<file path="config.mk">
export PLATFORM = sky130hd
export DESIGN_NAME = risc16_control_fsm
export DESIGN_NICKNAME = d
export VERILOG_FILES = /design/src/rtl/risc16_control_fsm_pkg.sv /design/src/rtl/risc16_wait_timer.sv /design/src/rtl/risc16_control_fsm.sv
export SDC_FILE = /design/constraint.sdc
export NUM_CORES = 1
export LEC_CHECK = 0
export ABC_AREA = 1
export CORE_MARGIN = 2
export CORE_UTILIZATION = 40
export DETAILED_ROUTE_END_ITERATION = 16
export GPL_ROUTABILITY_DRIVEN = 0
export GPL_TIMING_DRIVEN = 0
export HOLD_SLACK_MARGIN = 0.1
export PLACE_DENSITY = 0.65
export SLEW_MARGIN = 20
export SYNTH_ARGS = -nofsm -noshare
export SYNTH_HDL_FRONTEND = slang
export SYNTH_SLANG_ARGS = --single-unit
</file>
<file path="constraint.sdc">
create_clock -name clk -period 1.5 [get_ports clk]
set_clock_uncertainty 0.05 [all_clocks]
set_input_delay 0.15 -clock clk [delete_from_list [all_inputs] [get_ports clk]]
set_output_delay 0.15 -clock clk [all_outputs]
set_load 0.01 [all_outputs]
</file>
<file path="src/rtl/risc16_control_fsm_pkg.sv">
// ============================================================================
// Module   : risc16_control_fsm_pkg
// Purpose  : Shared definitions for the RISC_16 control unit. Holds the state
//            encodings, opcode constants, ALU function codes, the control-word
//            struct, and the per-state output decoder.
// Revision : 1.0 - initial release
// ============================================================================
`default_nettype none

package risc16_control_fsm_pkg;

  typedef enum logic [3:0] {
    ST_IDLE    = 4'd0,
    ST_FETCH   = 4'd1,
    ST_LOAD_IR = 4'd2,
    ST_DECODE  = 4'd3,
    ST_EXEC    = 4'd4,
    ST_MEM     = 4'd5,
    ST_WB      = 4'd6,
    ST_BRANCH  = 4'd7,
    ST_JUMP    = 4'd8,
    ST_HALT    = 4'd9
  } state_t;

  localparam logic [3:0] OP_LOAD  = 4'h8;
  localparam logic [3:0] OP_STORE = 4'h9;
  localparam logic [3:0] OP_BEQ   = 4'hA;
  localparam logic [3:0] OP_JMP   = 4'hB;
  localparam logic [3:0] OP_HALT  = 4'hF;

  localparam logic [2:0] ALU_ADD = 3'b000;
  localparam logic [2:0] ALU_SUB = 3'b001;

  // One bit per strobe, plus the ALU function code.
  typedef struct packed {
    logic       pc_enable;
    logic       pc_increment;
    logic       pc_load;
    logic       ir_enable;
    logic       mem_enable;
    logic       mem_write;
    logic       addr_sel;
    logic       reg_enable;
    logic [2:0] alu_op;
    logic       halted;
  } ctrl_t;

  // Opcodes 0x0-0x7 are register-to-register ALU operations.
  function automatic logic is_alu_op(input logic [3:0] op);
    return !op[3];
  endfunction

  // Opcodes that need the EXEC state: ALU ops, LOAD, STORE and BEQ.
  function automatic logic needs_exec(input logic [3:0] op);
    return is_alu_op(op) || (op == OP_LOAD) || (op == OP_STORE) || (op == OP_BEQ);
  endfunction

  // Control word that the given state presents. The BRANCH state returns an
  // all-zero word here: its PC strobes depend on zero_flag, so the top level
  // gates them in separately.
  function automatic ctrl_t decode_ctrl(input state_t s, input logic [3:0] op);
    ctrl_t c;
    c = '0;
    case (s)
      ST_FETCH: begin
        c.mem_enable = 1'b1;
      end
      ST_LOAD_IR: begin
        c.ir_enable    = 1'b1;
        c.pc_enable    = 1'b1;
        c.pc_increment = 1'b1;
      end
      ST_EXEC: begin
        if (is_alu_op(op)) begin
          c.alu_op = op[2:0];
        end else if (op == OP_BEQ) begin
          c.alu_op = ALU_SUB;
        end else begin
          c.alu_op = ALU_ADD;
        end
      end
      ST_MEM: begin
        c.mem_enable = 1'b1;
        c.addr_sel   = 1'b1;
        c.mem_write  = (op == OP_STORE);
      end
      ST_WB: begin
        c.reg_enable = 1'b1;
      end
      ST_JUMP: begin
        c.pc_enable = 1'b1;
        c.pc_load   = 1'b1;
      end
      ST_HALT: begin
        c.halted = 1'b1;
      end
      default: begin
        c = '0;
      end
    endcase
    return c;
  endfunction

endpackage

`default_nettype wire

</file>
<file path="src/rtl/risc16_wait_timer.sv">
// ============================================================================
// Module   : risc16_wait_timer
// Purpose  : Counts consecutive cycles spent waiting for mem_ready. The
//            expired flag marks the MAX_WAIT-th waiting cycle, so the owner
//            can abort at the end of that cycle.
// Ports    : clk, rst   - clock and asynchronous active-high reset
//            i_clear    - synchronous clear of the count
//            i_enable   - this cycle is a waiting cycle
//            o_expired  - this waiting cycle is the last one allowed
// Revision : 1.0 - initial release
// ============================================================================
`default_nettype none

module risc16_wait_timer #(
  parameter int MAX_WAIT = 15
) (
  input  logic clk,
  input  logic rst,
  input  logic i_clear,
  input  logic i_enable,
  output logic o_expired
);

  // The count holds the number of earlier waiting cycles, so the limit is
  // reached while the count shows MAX_WAIT-1.
  localparam logic [7:0] c_LIMIT = 8'(MAX_WAIT - 1);

  logic [7:0] r_count;

  assign o_expired = i_enable && (r_count == c_LIMIT);

  always_ff @(posedge clk or posedge rst) begin
    if (rst) begin
      r_count <= 8'd0;
    end else if (i_clear) begin
      r_count <= 8'd0;
    end else if (i_enable && !o_expired) begin
      r_count <= r_count + 8'd1;
    end
  end

endmodule

`default_nettype wire

</file>
<file path="src/rtl/risc16_control_fsm.sv">
// ============================================================================
// Module   : risc16_control_fsm
// Purpose  : Multi-cycle control unit for the RISC_16 datapath. Sequences
//            FETCH / LOAD_IR / DECODE / EXEC / MEM / WB / BRANCH / JUMP,
//            handles the mem_ready handshake with a bus-error timeout, halts
//            on HALT, and counts retired instructions.
// Ports    : clk, rst             - clock, asynchronous active-high reset
//            opcode, zero_flag    - from IR[15:12] and the ALU
//            mem_ready            - memory access completes this cycle
//            PC_enable..alu_op    - datapath control strobes
//            halted, bus_err      - core status
//            retired_count        - wrapping retired-instruction count
// Revision : 1.0 - initial release
// ============================================================================
`default_nettype none

module risc16_control_fsm
  import risc16_control_fsm_pkg::*;
#(
  parameter int MAX_WAIT = 15,
  parameter int RETIRE_W = 16
) (
  input  logic                clk,
  input  logic                rst,
  input  logic [3:0]          opcode,
  input  logic                zero_flag,
  input  logic                mem_ready,
  output logic                PC_enable,
  output logic                pc_increment,
  output logic                pc_load,
  output logic                IR_enable,
  output logic                mem_enable,
  output logic                mem_write,
  output logic                addr_sel,
  output logic                reg_enable,
  output logic [2:0]          alu_op,
  output logic                halted,
  output logic                bus_err,
  output logic [RETIRE_W-1:0] retired_count
);

  state_t              r_state;
  ctrl_t               r_ctrl;
  logic                r_bus_err;
  logic [RETIRE_W-1:0] r_retired;

  state_t w_next;
  logic   w_retire;
  logic   w_timeout;
  logic   w_tmr_en;
  logic   w_tmr_clr;
  logic   w_expired;
  logic   w_branch_take;

  // Only FETCH and MEM wait on memory. Leaving either state requires
  // mem_ready or a timeout, so clearing whenever we are not waiting also
  // clears the timer on every state change.
  assign w_tmr_en  = ((r_state == ST_FETCH) || (r_state == ST_MEM)) && !mem_ready;
  assign w_tmr_clr = !w_tmr_en;

  risc16_wait_timer #(
    .MAX_WAIT (MAX_WAIT)
  ) u_wait_timer (
    .clk       (clk),
    .rst       (rst),
    .i_clear   (w_tmr_clr),
    .i_enable  (w_tmr_en),
    .o_expired (w_expired)
  );

  always_comb begin
    w_next    = r_state;
    w_retire  = 1'b0;
    w_timeout = 1'b0;
    case (r_state)
      ST_IDLE: begin
        w_next = ST_FETCH;
      end
      ST_FETCH: begin
        if (mem_ready) begin
          w_next = ST_LOAD_IR;
        end else if (w_expired) begin
          w_next    = ST_HALT;
          w_timeout = 1'b1;
        end
      end
      ST_LOAD_IR: begin
        w_next = ST_DECODE;
      end
      ST_DECODE: begin
        if (needs_exec(opcode)) begin
          w_next = ST_EXEC;
        end else if (opcode == OP_JMP) begin
          w_next = ST_JUMP;
        end else if (opcode == OP_HALT) begin
          w_next   = ST_HALT;
          w_retire = 1'b1;
        end else begin
          w_next   = ST_FETCH;
          w_retire = 1'b1;
        end
      end
      ST_EXEC: begin
        if (is_alu_op(opcode)) begin
          w_next = ST_WB;
        end else if ((opcode == OP_LOAD) || (opcode == OP_STORE)) begin
          w_next = ST_MEM;
        end else begin
          w_next = ST_BRANCH;
        end
      end
      ST_MEM: begin
        if (mem_ready) begin
          if (opcode == OP_STORE) begin
            w_next   = ST_FETCH;
            w_retire = 1'b1;
          end else begin
            w_next = ST_WB;
          end
        end else if (w_expired) begin
          w_next    = ST_HALT;
          w_timeout = 1'b1;
        end
      end
      ST_WB, ST_BRANCH, ST_JUMP: begin
        w_next   = ST_FETCH;
        w_retire = 1'b1;
      end
      ST_HALT: begin
        w_next = ST_HALT;
      end
      default: begin
        w_next = ST_IDLE;
      end
    endcase
  end

  // Outputs are registered as the decode of the state being entered, so they
  // line up exactly with the state register.
  always_ff @(posedge clk or posedge rst) begin
    if (rst) begin
      r_state   <= ST_IDLE;
      r_ctrl    <= '0;
      r_bus_err <= 1'b0;
      r_retired <= '0;
    end else begin
      r_state <= w_next;
      r_ctrl  <= decode_ctrl(w_next, opcode);
      if (w_timeout) begin
        r_bus_err <= 1'b1;
      end
      if (w_retire) begin
        r_retired <= r_retired + 1'b1;
      end
    end
  end

  // zero_flag is captured by the datapath at the end of EXEC, so it is only
  // meaningful once BRANCH is the current state.
  assign w_branch_take = (r_state == ST_BRANCH) && zero_flag;

  assign PC_enable     = r_ctrl.pc_enable | w_branch_take;
  assign pc_increment  = r_ctrl.pc_increment;
  assign pc_load       = r_ctrl.pc_load | w_branch_take;
  assign IR_enable     = r_ctrl.ir_enable;
  assign mem_enable    = r_ctrl.mem_enable;
  assign mem_write     = r_ctrl.mem_write;
  assign addr_sel      = r_ctrl.addr_sel;
  assign reg_enable    = r_ctrl.reg_enable;
  assign alu_op        = r_ctrl.alu_op;
  assign halted        = r_ctrl.halted;
  assign bus_err       = r_bus_err;
  assign retired_count = r_retired;

endmodule

`default_nettype wire
</file>
Word level (Yosys, flattened, before mapping)
Cells that the tools add are included.

word-level totals
  bits in latches = 0
  bits in registers = 40
  input port bits = 8
  output and inout bits = 29
  word-level logic and storage cells = 88
  memories kept = 0
  RAM bits = 0
  memory bits (read-only) = 0

cells by class
  muxes and demuxes = 30
  divide/modulo/power cells = 0
  shifts and indexed selects = 0
  bitwise operators = 2
  equal/unequal tests = 23
  add/sub/neg operators = 2
  order comparisons = 0
  $mul = 0
  reductions and logical operators = 18

operator list
  kind                   count
  $eq 4x4->1 const B     9
  $eq 4x3->1 const B     7
  $pmux 4 s7             1
  $mux 4                 6
  $add 16x1->16 const B  1
  $mux 8                 2
  $mux 1                 14
  $eq 4x2->1 const B     3
  $mux 3                 3
  $add 8x1->8 const B    1
  $eq 4x1->1 const B     2
  $eq 8x4->1 const B     1
  $mux 2                 3
  $reduce_or 2->1        3
  $logic_or 1x1->1       5
  $logic_and 1x1->1      4
  $logic_not 4->1        1
  $reduce_or 4->1        1
  $logic_not 1->1        3
  $pmux 1 s3             1
  $reduce_or 3->1        1
  $ne 2x2->1 const B     1
  $or 1x1->1             2

Depth between registers and ports, before layout
Gate-level depths: netlist of run 1.

  depth in word-level cells = 10
  gate-level depth with buffers = 12
  mapped depth without buffers = 12

Modules after synthesis
A second synthesis of run 1 with hierarchy kept.

unflattened totals
  cells, all modules = 314
  area total of the unflattened synthesis = 2304.7 µm²

by module, submodules not included
  module              area each (µm²)  times used  cells each  sequential area each (µm²)
  risc16_control_fsm  1791.7           1           243         800.8
  risc16_wait_timer   513.0            1           71          200.2

Worst setup path after synthesis of run 1
Ideal clock, no wire load.

  path kind = reg2reg
  from = register u_wait_timer.r_count[0]
  to = register r_ctrl (netlist bit addr_sel)
  required time = 1.334 ns
  stages on the path, launching flop included = 12
  path slack = 0.036 ns
  path buffers = 0
  data arrival time = 1.298 ns
  period minus slack after synthesis = 1.464 ns
  library setup time = 0.116 ns
  cell sequence = dfrtp_1 > inv_1 > ha_1 > nand2_1 > nor2_1 > nand2_2 > nand2_1 > nand2_1 > nand2_1 > nand2_1 > nand2_1 > inv_1

on the way
  word-level cells in the longest chain between the ends = 7
  elaborated cells between the ends (all ways) = 8
  classes of those cells = eq/ne (2); mux (5); reduce/logical (1)

RTL lines
  what                              RTL line                                             source
  from (decl)                       risc16_wait_timer.sv:28                              logic [7:0] r_count;
  from (signal assigned)            risc16_wait_timer.sv:38                              r_count <= r_count + 8'd1;
  $eq 8x4->1 (*)                    risc16_wait_timer.sv:30                              assign o_expired = i_enable && (r_count == c_LIMIT);
  $logic_and 1x1->1 (*)             risc16_wait_timer.sv:30
  $mux 4 (*)                        risc16_control_fsm.sv:82, risc16_control_fsm.sv:120
  $mux 4, on equally long branches  risc16_control_fsm.sv:113, risc16_control_fsm.sv:80
  $pmux 4 s7 (*)                    risc16_control_fsm.sv:75                             case (r_state)
  named net w_next[2]               risc16_control_fsm.sv:47                             state_t w_next;
  $eq 4x3->1 (*)                    risc16_control_fsm_pkg.sv:64                         case (s)
  $mux 2 (*)                        risc16_control_fsm_pkg.sv:64
  to (signal assigned)              risc16_control_fsm.sv:148                            r_ctrl <= decode_ctrl(w_next, opcode);
  to (decl)                         risc16_control_fsm.sv:43                             ctrl_t r_ctrl;

The timed path passes the listed nets; every way through them passes the cells marked *.
A chain may end at the register's enable or synchronous reset.

Final worst setup path of run 1
  from = register r_state[1]
  to = register r_ctrl (netlist bit mem_write)

on the way
  word-level cells in the longest chain between the ends = 9
  elaborated cells between the ends (all ways) = 20
  classes of those cells = eq/ne (10); mux (5); reduce/logical (5)

RTL lines
  what                                      RTL line                                             source
  from (decl)                               risc16_control_fsm.sv:42                             state_t r_state;
  from (signal assigned)                    risc16_control_fsm.sv:147                            r_state <= w_next;
  $eq 4x1->1 or $eq 4x3->1 (tied branches)  risc16_control_fsm.sv:58, risc16_control_fsm.sv:75
  $logic_or 1x1->1                          risc16_control_fsm.sv:58                             assign w_tmr_en = ((r_state == ST_FETCH) || (r_state == ST_MEM)) && !mem_ready;
  $logic_and 1x1->1                         risc16_control_fsm.sv:58
  $logic_and 1x1->1                         risc16_wait_timer.sv:30
  $mux 4                                    risc16_control_fsm.sv:82, risc16_control_fsm.sv:120
  $mux 4, on equally long branches          risc16_control_fsm.sv:113, risc16_control_fsm.sv:80
  $pmux 4 s7 (*)                            risc16_control_fsm.sv:75
  $eq 4x3->1 (*)                            risc16_control_fsm_pkg.sv:64
  $mux 2 (*)                                risc16_control_fsm_pkg.sv:64

Every way passes the cells marked *; elsewhere a longest branch is shown, timed or not.

==> metrics, run 1 <==
CP Launch Type flop; Fin. Hold Viols 0; CP endpoint kind flop; VDD IR max 0.00105 V; Final HPWL DP 3320 um; CP Buf/Inv Count 2; clock buffer count from CTS 5; CTS tree done; placed insts 383; initial drt markers 114; Die Ht 77.0 um; first-pass GRT wire length 8420 um; CP cell instances buf_6, inv_4, nand2_4, nor2_4, nand3_2, nand2_4, nor2_4, nor2_4, nand2_2, nor2_2; largest net degree at the start of global routing 28; Remaining DRCs 0; sequential share of the synthesized area 46.9%; worst path arrival time 1700 ps; final worst path period need 1530 ps; RSZ-0062 raised after global routing true; clk slew on worst S/H paths 80 ps; DR vias 1993; io pins 37; Least-Margin Pin Slew 311 ps; DRT Pass-1 Iters 4; mean post-synth cell area 7.72 sq um; ranking of synthesized cells by area dfrtp_1 (47%), nand2_1 (12%), inv_1 (7.7%); die width 77.0 um; Synth top area share 46.9%; placed instance area 0.00260 sq mm; register area 0.00101 sq mm; worst path required time 1670 ps; layout cell share with drive strength beyond 1 28.8%; final setup vio count 6; Final period util 102%; Pins Over Slew Limit 0; Distinct cells, synth 25; port buffer count 36; failing checks negative setup slack; area leader, netlist dfrtp_1; Multi-input gate area 0.00110 sq mm; core footprint 0.00514 sq mm; H-tree depth 2; most frequent CP cell nor2_4; Top delay family on crit path simple AND/OR/NAND/NOR gates; Max Freq 654 MHz; ANT cells 0; cell area after layout 0.00311 sq mm; Max-Cap Viols 0; Power Density 1530 mW/mm^2; Rel. slew slack 79.3%; Antenna Nets Post-Route 0; Ys Warns 0; mapped cell area 0.00213 sq mm; final worst slack -28.6 ps; pre-CTS setup slack -319 ps; vias in the first global route 1905; Critical-path top delay cell dfrtp_1; Synth Instances 276; Root Buffer clkbuf_8; per-cell routed wire length 12.6 um; Crit Path Max Fanout 6; Post-Route WL 5240 um; Final #Nets 357; hold crit path type input pin to flop; status complete, but fails checks; TritonCTS Sinks 40; Filler Cell Count 487; area grow syn2layout 46.1%; post-route insts no fill 417; Mapped Nets 287; Seq cells post-synth 40; Die Area 0.00593 sq mm; GRT Overall Usage 17.5%; Via-to-Cell Ratio 4.78; setup TNS -122 ps; Initial Utilization 41.5%; Pleak 1.54 nW; grt total ovfl 0; worst stage delay on the critical path 390 ps; num rows 26; CTS Buffer Depth 2; critical path class flop to flop; worst skew pair latency 290 ps; initial antenna violation count 0
-- power breakdown --
part	total [mW]	internal (mW)	switching [mW]
clock	0.737	0.367	0.370
combinational	2.48	1.19	1.29
sequential	1.57	1.34	0.226
-- synthesized netlist by cell type --
library cell   n
o31ai_1        1
o21bai_1       2
nand3_1       20
a21oi_1        5
dfrtp_1       40
xnor2_1        4
ha_1           3
nor2_2         5
nand3b_1       1
buf_6          1
a31oi_1        2
inv_2          4
or2_2          1
buf_4          4
nand4_1        4
inv_1         44
nand2_1       68
nor3b_1        2
nand2_2        3
xor2_1         9
nand2_4        1
nor3_1        11
nor2_1        26
o21ai_0       14
buf_2          1
-- area by class of cell --
type                       instances  share of cell area [%]
buffer                             6                    1.57
clock buffer                       6                    2.65
clock inverter                     2                   0.321
inverter                          48                    6.11
multi-input combinational        182                    35.3
sequential                        40                    32.3
tap                               70                    2.81
timing repair buffer              63                    18.9
-- per-stage QoR --
stage          total power, mW  hold slack (ps)  utilization [%]
2_1_floorplan             2.57              230                -
3_3_place_gp              3.23              406             50.2
3_5_place_dp              3.26              396             50.6
4_1_cts                   4.39              428             55.7
5_1_grt                   5.12              158             60.6
6_report                  4.78              155             60.6
-- kinds of logic (layout without fill, tap and decap cells) --
family	after synthesis	count (layout)	share of synthesized area, %
and+or+nand+nor	142	142	29.2
xor gates and xnor gates	13	13	5.34
AOI/OAI and AO/OA	24	24	6.10
adders and majority gates	3	3	1.76
DFF	40	40	46.9
buffers and inverters	54	125	10.6
-- path summary, 6_finish.rpt --
path | startpoint | end | slack (ps) | cells after the start
hold reg to reg | bus_err | bus_err | 420 | 1
setup / recovery | r_state[1] | mem_write | -30 | 10
setup reg to reg | r_state[1] | mem_write | -30 | 10
min in group asynchronous | rst | u_wait_timer.r_count[2] | 640 | 3
hold / removal | opcode[0] | alu_op[0] | 150 | 3
max in group asynchronous | rst | r_state[2] | 300 | 4
-- sequential cells by signal (all words and copies together) (netlist names) --
name,cells
retired_count,16
alu_op,3
r_ctrl,2
halted,1
mem_enable,1
IR_enable,1
mem_write,1
u_wait_timer.r_count,8
r_state,4
addr_sel,1
bus_err,1
reg_enable,1
-- per-layer routing --
layer,global-route usage (%),part of all wire (%)
met1,22.3,44
met2,29.6,52
met5,0,0
met4,6.43,1.3
met3,3.29,3.6
-- worst reg2reg max path: stages (launching register included) --
cell and delay, ps:
dfrtp_1 390, buf_6 130, inv_4 60, nand2_4 70, nor2_4 140, nand3_2 100, nand2_4 140, nor2_4 70
nor2_4 120, nand2_2 90, nor2_2 100
-- timing repair --
action,4_1_cts,5_1_grt
endpoints found under the hold margin,13,0
pin swaps,7,15
gates resized for setup,32,53
buffers inserted,12,12
hold buffers,1,0
setup endpoints to repair,26,32
cloned,1,0
-- layout by cell type, fill, tap and decap left out, types with 5 or more instances in the layout --
cell	count
buf_4	27
clkbuf_8	6
clkdlybuf4s50_1	30
dfrtp_1	36
inv_1	37
inv_2	7
nand2_1	55
nand2_2	13
nand3_1	16
nor2_1	18
nor2_4	9
nor3_1	8
o21ai_0	8
o21ai_1	5
xor2_1	9
(Power assumes the default switching activity.)
==> run 2: changes to the inputs <==
CAP_MARGIN = 20   (was unset)
PLACE_DENSITY = 0.62   (was 0.65)
clock period = 1.84 ns   (was 1.5 ns; I/O delays follow)
==> metrics, run 2 (synthesis results as in run 1) <==
status completed (was complete, but fails checks); H-tree depth 2 (unchanged); met3 WL 153 um (was 187 um); Largest register FFs 16 (unchanged); Final #Nets 333 (was 357); initial antenna violation count 0 (unchanged); Remaining DRCs 0 (unchanged); most frequent CP cell nand2_1 (was nor2_4); VDD IR max 0.000589 V (was 0.00105 V); final worst path period need 1650 ps (was 1530 ps); M1 WL 2080 um (was 2280 um); CP endpoint kind flop (unchanged); final setup vio count 0 (was 6); final worst slack 193 ps (was -28.6 ps); clk slew on worst S/H paths 70 ps (was 80 ps); Final period util 89.5% (was 102%); worst path arrival time 1770 ps (was 1700 ps); per-cell routed wire length 11.3 um (was 12.6 um); setup TNS 0 ps (was -122 ps); Critical-path top delay cell dfrtp_1 (unchanged); hold crit path type input pin to async pin (was input pin to flop); ANT cells 0 (unchanged); worst stage delay on the critical path 380 ps (was 390 ps); leading cell type in the layout, fill and taps excluded nand2_1 (unchanged); Die Area 0.00593 sq mm (unchanged); Crit Path Max Fanout 7 (was 6); grt total ovfl 0 (unchanged); initial drt markers 94 (was 114); Final HPWL DP 3350 um (was 3320 um); Antenna Nets Post-Route 0 (unchanged); Via-to-Cell Ratio 4.72 (was 4.78); worst path required time 1970 ps (was 1670 ps); Die Ht 77.0 um (unchanged); pre-CTS setup slack -8.99 ps (was -319 ps); cell area after layout 0.00269 sq mm (was 0.00311 sq mm); top sig layer met4 (unchanged); GRT Overall Usage 15.9% (was 17.5%); Fin. Hold Viols 0 (unchanged); area grow syn2layout 26.1% (was 46.1%); Max-Cap Viols 0 (unchanged); clock buffer count from CTS 5 (unchanged); TritonCTS Sinks 40 (unchanged); Max Freq 607 MHz (was 654 MHz); most frequent cells in the layout nand2_1 (68), inv_1 (43), dfrtp_1 (40) (was nand2_1 (55), inv_1 (37), dfrtp_1 (36)); first-pass GRT wire length 7540 um (was 8420 um); DR vias 1840 (was 1993); Rel. slew slack 68.4% (was 79.3%); Pins Over Slew Limit 0 (unchanged); Initial Utilization 41.5% (unchanged); RSZ-0062 raised after global routing false (was true); port buffer count 36 (unchanged); final core utilization 52.3% (was 60.6%); Least-Margin Pin Slew 473 ps (was 311 ps); Post-Route WL 4400 um (was 5240 um); wire length on met2 2090 um (was 2700 um); largest net degree at the start of global routing 28 (unchanged); critical path class flop to flop (unchanged); CP cell instances buf_4, inv_2, nand2_2, inv_2, nand2_4, inv_2, nand2_2, nand2_1, nand2_1, nand2_1, nand2_1, nand2_1, inv_1 (was buf_6, inv_4, nand2_4, nor2_4, nand3_2, nand2_4, nor2_4, nor2_4, nand2_2, nor2_2); DRT Pass-1 Iters 4 (unchanged); placed instance area 0.00260 sq mm (unchanged); die width 77.0 um (unchanged); Power Density 1180 mW/mm^2 (was 1530 mW/mm^2); worst skew pair latency 290 ps (about the same); hold_ws 133 ps (was 155 ps); io pins 37 (unchanged); CTS tree done (unchanged); num rows 26 (unchanged); vias in the first global route 1710 (was 1905); layout cell share with drive strength beyond 1 9.38% (was 28.8%); Pleak 1.34 nW (was 1.54 nW); CP Launch Type flop (unchanged); core footprint 0.00514 sq mm (unchanged); CTS Buffer Depth 2 (unchanged); Root Buffer clkbuf_8 (unchanged)
-- run 2: changes by cell type in the layout (fill, tap and decap cells not counted), moves of 4 or more --
cell,delta
nor2_4,-8
inv_4,-4
dfrtp_2,-4
dlymetal6s2s_1,-4
nand2_1,+13
inv_1,+6
dfrtp_1,+4
o21ai_0,+6
clkdlybuf4s50_1,+4
buf_4,-21
nor2_1,+7
nand3_1,+4
nand2_2,-10
o21ai_1,-5
-- run 2: timing repair --
item,4_1_cts,5_1_grt
buffers inserted,1,1
endpoints found under the setup margin,2,2
resized for setup,2,2
hold buffers,0,0
-- run 2: final timing paths --
| kind | start | endpoint | slack, ps | cells after the start |
|---|---|---|---|---|
| worst max-delay path | r_state[1] | addr_sel | 190 | 13 |
| min in group clk | bus_err | bus_err | 420 | 1 |
| worst min register to register | bus_err | bus_err | 420 | 1 |
| worst min-delay path | rst | retired_count[14] | 130 | 2 |
| worst max register to register | r_state[1] | addr_sel | 190 | 13 |
| max in group asynchronous | rst | r_state[2] | 1150 | 3 |
-- run 2: stage by stage --
step / power (mW) / instances
final: 3.17 / 390
after floorplan: 2.09 / 276
after global placement: 2.64 / 382
after global routing: 3.43 / 390
after CTS: 3.19 / 389
after detailed placement: 2.66 / 383
-- run 2: worst max-delay path, delay by kind of cell (launching register included) --
| family | cells | cell delay (ps) |
|---|---|---|
| flops | 1 | 380 |
| buf+inv | 5 | 470 |
| simple gates | 8 | 660 |
-- run 2: final cells by class --
| class | count | area [sq um] |
|---|---|---|
| Multi-Input combinational cell | 182 | 912 |
| Inverter | 48 | 180 |
| Clock buffer | 5 | 68.8 |
| Buffer | 6 | 46.3 |
| Sequential cell | 40 | 1000 |
| Fill cell | 538 | 2450 |
| Timing Repair Buffer | 39 | 393 |
| Tap cell | 70 | 87.6 |
-- run 2: per-layer routing --
layer,up-vias,GRT usage [%]
met4,0,5.54
li1,943,-
met5,-,0
met3,8,3.65
met1,856,20.2
met2,33,26.8
-- run 2: where the power goes --
part	switching (mW)	leakage [nW]	internal, mW
Sequential	0.189	0.527	1.09
Combinational	0.743	0.778	0.628
Clock	0.275	0.0359	0.244
==> run 3: changes to the inputs <==
CORE_UTILIZATION = 55   (was 40)
CTS_CLUSTER_SIZE = 30   (was unset)
PLACE_DENSITY = 0.82   (was 0.62)
==> metrics, run 3 (synthesis results as in run 1) <==
status completed (unchanged); CTS Buffer Depth 2 (unchanged); final core utilization 73.0% (was 52.3%); Die Area 0.00439 sq mm (was 0.00593 sq mm); P_sw 1.25 mW (was 1.21 mW); Switching Fraction 38.1% (about the same); core footprint 0.00369 sq mm (was 0.00514 sq mm); Clock Power Share 18.0% (was 16.4%); initial drt markers 189 (was 94); grt total ovfl 0 (unchanged); Largest register FFs 16 (unchanged); critical path class input pin to flop (was flop to flop); Pleak 1.37 nW (was 1.34 nW); per-cell routed wire length 11.7 um (was 11.3 um); Initial Utilization 57.8% (was 41.5%); final worst slack 220 ps (was 193 ps); hold crit path type input pin to async pin (unchanged); final setup vio count 0 (unchanged); worst path required time 2010 ps (was 1970 ps); met1 GRT Util 27.4% (was 20.2%); num rows 22 (was 26); Post-Route WL 4320 um (was 4400 um); pre-CTS setup slack -53.3 ps (was -8.99 ps); Via-to-Cell Ratio 5.05 (was 4.72); GRT Overall Usage 22.9% (was 15.9%); io pins 37 (unchanged); first-pass GRT wire length 7590 um (was 7540 um); die width 66.3 um (was 77.0 um); Flop pwr share 39.0% (was 40.3%); layout cell share with drive strength beyond 1 9.60% (was 9.38%); CP endpoint kind flop (unchanged); VDD IR max 0.000857 V (was 0.000589 V); vias in the first global route 1755 (was 1710); port buffer count 36 (unchanged); Root Buffer clkbuf_8 (unchanged); RSZ-0062 raised after global routing false (unchanged); Crit Path Max Fanout 5 (was 7); Final HPWL DP 3310 um (was 3350 um); # hold bufs at CTS 0 (unchanged); gr busiest metal met2 (unchanged); clock buffer count from CTS 5 (unchanged); TritonCTS Sinks 40 (unchanged); Final period util 88.1% (was 89.5%); GR Layer Usage met3 4.60% (was 3.65%); worst skew pair latency 290 ps (about the same); final worst path period need 1620 ps (was 1650 ps); worst path arrival time 1790 ps (was 1770 ps); Int Pwr 2.03 mW (was 1.96 mW); Rel. slew slack 68.4% (about the same); Fin. Hold Viols 0 (unchanged); CTS tree done (unchanged); Antenna Nets Post-Route 0 (unchanged); Max-Cap Viols 0 (unchanged); area grow syn2layout 26.3% (was 26.1%); hold_ws 162 ps (was 133 ps); M2 GR Usage 39.0% (was 26.8%); DRT Pass-1 Iters 4 (unchanged); largest net degree at the start of global routing 24 (was 28); Power Density 1220 mW/mm^2 (was 1180 mW/mm^2); Max Freq 617 MHz (was 607 MHz); most frequent cells in the layout nand2_1 (68), inv_1 (43), dfrtp_1 (40) (unchanged); DR vias 1875 (was 1840); leading cell type in the layout, fill and taps excluded nand2_1 (unchanged); CP Launch Type input pin (was flop); power share of the combinational group 43.0% (was 43.3%); Pwr Total 3.28 mW (was 3.17 mW); placed insts 361 (was 383); Die Ht 66.3 um (was 77.0 um); Least-Margin Pin Slew 473 ps (about the same); initial antenna violation count 0 (unchanged); clk slew on worst S/H paths 70 ps (about the same); Pins Over Slew Limit 0 (unchanged); post-route insts no fill 371 (was 390); H-tree depth 2 (unchanged); ANT cells 0 (unchanged); Final #Nets 333 (unchanged); Remaining DRCs 0 (unchanged)
==> run 3: cell count changes in the layout (fill, tap and decap cells not counted) <==
| cell | previous run | this run |
|---|---|---|
| buf_12 | 1 | 0 |
| buf_16 | 0 | 1 |
| clkbuf_1 | 0 | 2 |
| clkbuf_8 | 5 | 6 |
| dlygate4sd2_1 | 2 | 1 |
| dlymetal6s2s_1 | 0 | 1 |
==> run 3: final cells by class <==
| type | instances | area (sq um) |
|---|---|---|
| Sequential cell | 40 | 1000 |
| Fill cell | 305 | 995 |
| Multi-Input combinational cell | 182 | 912 |
| Timing Repair Buffer | 39 | 404 |
| Inverter | 48 | 180 |
| Clock buffer | 8 | 90.1 |
| Tap cell | 48 | 60.1 |
| Buffer | 6 | 46.3 |
==> run 3: through the flow <==
stage,TNS [ps],instance area [sq um]
after floorplan,0,2130
after global placement,-4860,2550
after detailed placement,-130,2580
after CTS,0,2680
after global routing,0,2690
final,0,2690
==> run 3: worst paths after layout <==
kind	startpoint	to	slack, ps	cells after the start
worst max register to register	r_state[1]	addr_sel	220	13
min in group clk	bus_err	bus_err	440	1
worst max-delay path	opcode[3]	mem_write	220	11
max in group asynchronous	rst	alu_op[0]	1120	3
worst min-delay path	rst	u_wait_timer.r_count[2]	160	2
worst min register to register	bus_err	bus_err	440	1
==> run 3: timing repair <==
item | CTS | global route
buffers inserted | 2 | 0
gates cloned | 0 | 0
endpoints found under the setup margin | 2 | 3
pin swaps | 0 | 0
gates resized for setup | 1 | 3
==> run 3: per-layer routing <==
layer / up-vias / part of all wire (%)
li1: 946 / -
met1: 857 / 43
met2: 59 / 50
met3: 13 / 4.8
met4: 0 / 2.3
met5: - / 0
==> run 3: power by group through the flow <==
stage          sequential [mW]  combinational (mW)  clock, mW
6_report                  1.28                1.41      0.590
5_1_grt                   1.31                1.56      0.642
4_1_cts                   1.28                1.41      0.600
3_5_place_dp              1.31                1.36          0
3_3_place_gp              1.30                1.31          0
2_1_floorplan             1.34               0.751          0
==> run 3: worst max-delay path, stage by stage <==
cell             delay [ps]
clkdlybuf4s50_1         570
inv_2                    90
nor2_1                  130
nand2_1                 110
nand2_1                  70
nand2_1                  50
nand2_1                  50
nand3_1                 180
nor2_2                  170
nand2_1                 110
nor2_2                   80
==> RTL edit, RTL diff (config.mk and constraints of run 3) <==
Reset style: synchronous (`rst`), changed in 2 clocked blocks. Comments in the files are not updated.
--- a/src/rtl/risc16_wait_timer.sv
+++ b/src/rtl/risc16_wait_timer.sv
@@ -31,3 +31,3 @@
 
-  always_ff @(posedge clk or posedge rst) begin
+  always_ff @(posedge clk) begin
     if (rst) begin
--- a/src/rtl/risc16_control_fsm.sv
+++ b/src/rtl/risc16_control_fsm.sv
@@ -139,3 +139,3 @@
   // line up exactly with the state register.
-  always_ff @(posedge clk or posedge rst) begin
+  always_ff @(posedge clk) begin
     if (rst) begin
Behaviour: differs if rst is asserted again (counterexample within 4 cycles, from zero or initial values and one cycle with rst high); with rst held inactive, the same outputs for 10 cycles.
==> RTL edit against run 3 <==
- utilization decreased by 0.71 points
- die area is 2.3% higher
- setup slack worse by 0.049 ns
- area after synthesis rose by 2.4%
- first-iteration DRC count shrank 52%
- critical path depth down 4
- routed wire length up 12%
- count of clock-buffer cells in the layout is 2 lower
- final area is 0.51% higher
- cell count grew 10%
- fmax decreased by 2.9%
- global-route usage up 0.68 points
- sequential cell count did not move
- critical endpoint is now retired_count[14]
Power is not compared: it rests on default switching activity, and its combinational part moved more than twofold at a synthesized area within 25%.
==> RTL edit: results (changes against run 3) <==
----------------------------------------------------
[Run status]
  Status ... finished, final reports clean (unchanged)

[Critical path]
  Maximum net fanout on the critical path ... 7 (was 5)
  Slowest-stage cell, CP ... dfxtp_1 (was clkdlybuf4s50_1)
  Worst path max stage delay ... 0.49 ns (was 0.57 ns)
  Arr. time, crit path ... 1.85 ns (was 1.79 ns)

[STA]
  Max-slew headroom ... 56.31% (was 68.39%)

[Logic synthesis]
  Most common library cells after synthesis ... 70 x nand2_1, 47 x inv_1, 40 x dfxtp_1, 37 x nor2_1, 21 x nand3_1 (was 68 x nand2_1, 44 x inv_1, 40 x dfrtp_1, 26 x nor2_1, 20 x nand3_1)
  Commonest register cell after synthesis ... dfxtp_1 (was dfrtp_1)
  Count of cell types in the netlist ... 29 (was 25)
  Async set-reset flop share out of synthesis ... 0% (was 100.0%)
  Top cells by area, synth ... dfxtp_1 37%, nand2_1 12%, inv_1 8.1% (was dfrtp_1 47%, nand2_1 12%, inv_1 7.7%)
  Share of synthesized area occupied by flip-flops and latches ... 36.68% (was 46.95%)
  Net count of the mapped netlist ... 328 (was 287)
  XOR/XNOR Fraction of Synth Area ... 2.407% (was 5.340%)
  Syn Area/Cell ... 6.888 um^2 (was 7.725 um^2)
  Synthesized-area fraction occupied by ao, oa, aoi and oai cells ... 11.06% (was 6.103%)

[GRT]
  GRT Util Overall ... 23.62% (was 22.94%)
  Maximum number of pins on one net before global-route repair ... 14 (was 24)
  Via count of the first global-routing pass ... 1912 (was 1755)
  Global-route wire length before repair ... 8.093 mm (was 7.590 mm)

[Cells and area]
  Fillers ... 322 (was 305)
  Share of the final layout cell area in sequential cells ... 29.90% (was 37.16%)
  Non-clock buffers, area share ... 15.67% (was 16.72%)
  Fraction of standard cell area in multi-input logic ... 41.45% (was 33.86%)
  Final standard cell count with taps included and fillers excluded ... 408 (was 371)
  Number of buffers other than clock buffers in the final layout ... 44 (was 45)
  Nets ... 370 (was 333)
  Multi-input gates ... 217 (was 182)

[Drt]
  1st-iter DRT viols ... 90 (was 189)
  Length of the first detailed-routing pass in iterations ... 5 (was 4)
  Detailed-route wire length per cell ... 11.86 um (was 11.65 um)
  Detailed-route via count ... 2058 (was 1875)

[Placed design]
  Total half-perimeter wirelength after legalization and detailed placement ... 3.583 mm (was 3.311 mm)
  Placed cell count ... 400 (was 361)

----------------------------------------------------
## RTL edit: cell types whose count changed after synthesis, moves of 4 or more
| cell | change |
|---|---|
| xor2_1 | -5 |
| nor2_4 | +4 |
| nor2_1 | +11 |
| a21oi_2 | +8 |
| nand2_2 | +5 |
| a21oi_1 | +10 |
| dfrtp_1 | -40 |
| dfxtp_1 | +40 |
## RTL edit: worst paths after layout
kind | endpoint | slack, ns | cells after the start
setup / recovery | retired_count[14] | 0.17 | 7
hold / removal | retired_count[4] | 0.12 | 2
setup reg to reg | retired_count[14] | 0.17 | 7
hold reg to reg | bus_err | 0.41 | 2
## RTL edit: where the power goes
| group | total [uW] | switching (uW) | leakage, uW | internal [uW] |
|---|---|---|---|---|
| Clock | 642 | 338 | 0.0000434 | 304 |
| Combinational | 279 | 171 | 0.000739 | 108 |
| Sequential | 915 | 22.2 | 0.000325 | 893 |
## RTL edit: per-layer routing
| metal | share of wire (%) | wire, um | global-route usage (%) |
|---|---|---|---|
| met5 | 0 | 0 | 0 |
| met4 | 1.4 | 66 | 8.163 |
| met3 | 5.2 | 250 | 4.899 |
| met2 | 47 | 2277 | 41.21 |
| met1 | 46 | 2246 | 28.42 |
## RTL edit: through the flow
stage	hold slack (ns)	instance area (um^2)	TNS [ns]	total power [uW]	setup slack [ns]
after CTS	0.1238	2694	0	1839	0.008964
after floorplan	0.2843	2183	0	1120	0.4161
after detailed placement	0.4097	2594	-0.01641	1208	-0.01641
final	0.1236	2708	0	1836	0.1714
after global placement	0.3989	2594	-0.004674	1204	-0.004674
after global routing	0.1256	2708	0	1911	0.02637
## RTL edit: what timing repair did
action / CTS / global route
cloned: 0 / 0
setup endpoints to repair: 2 / 5
resized for setup: 2 / 6
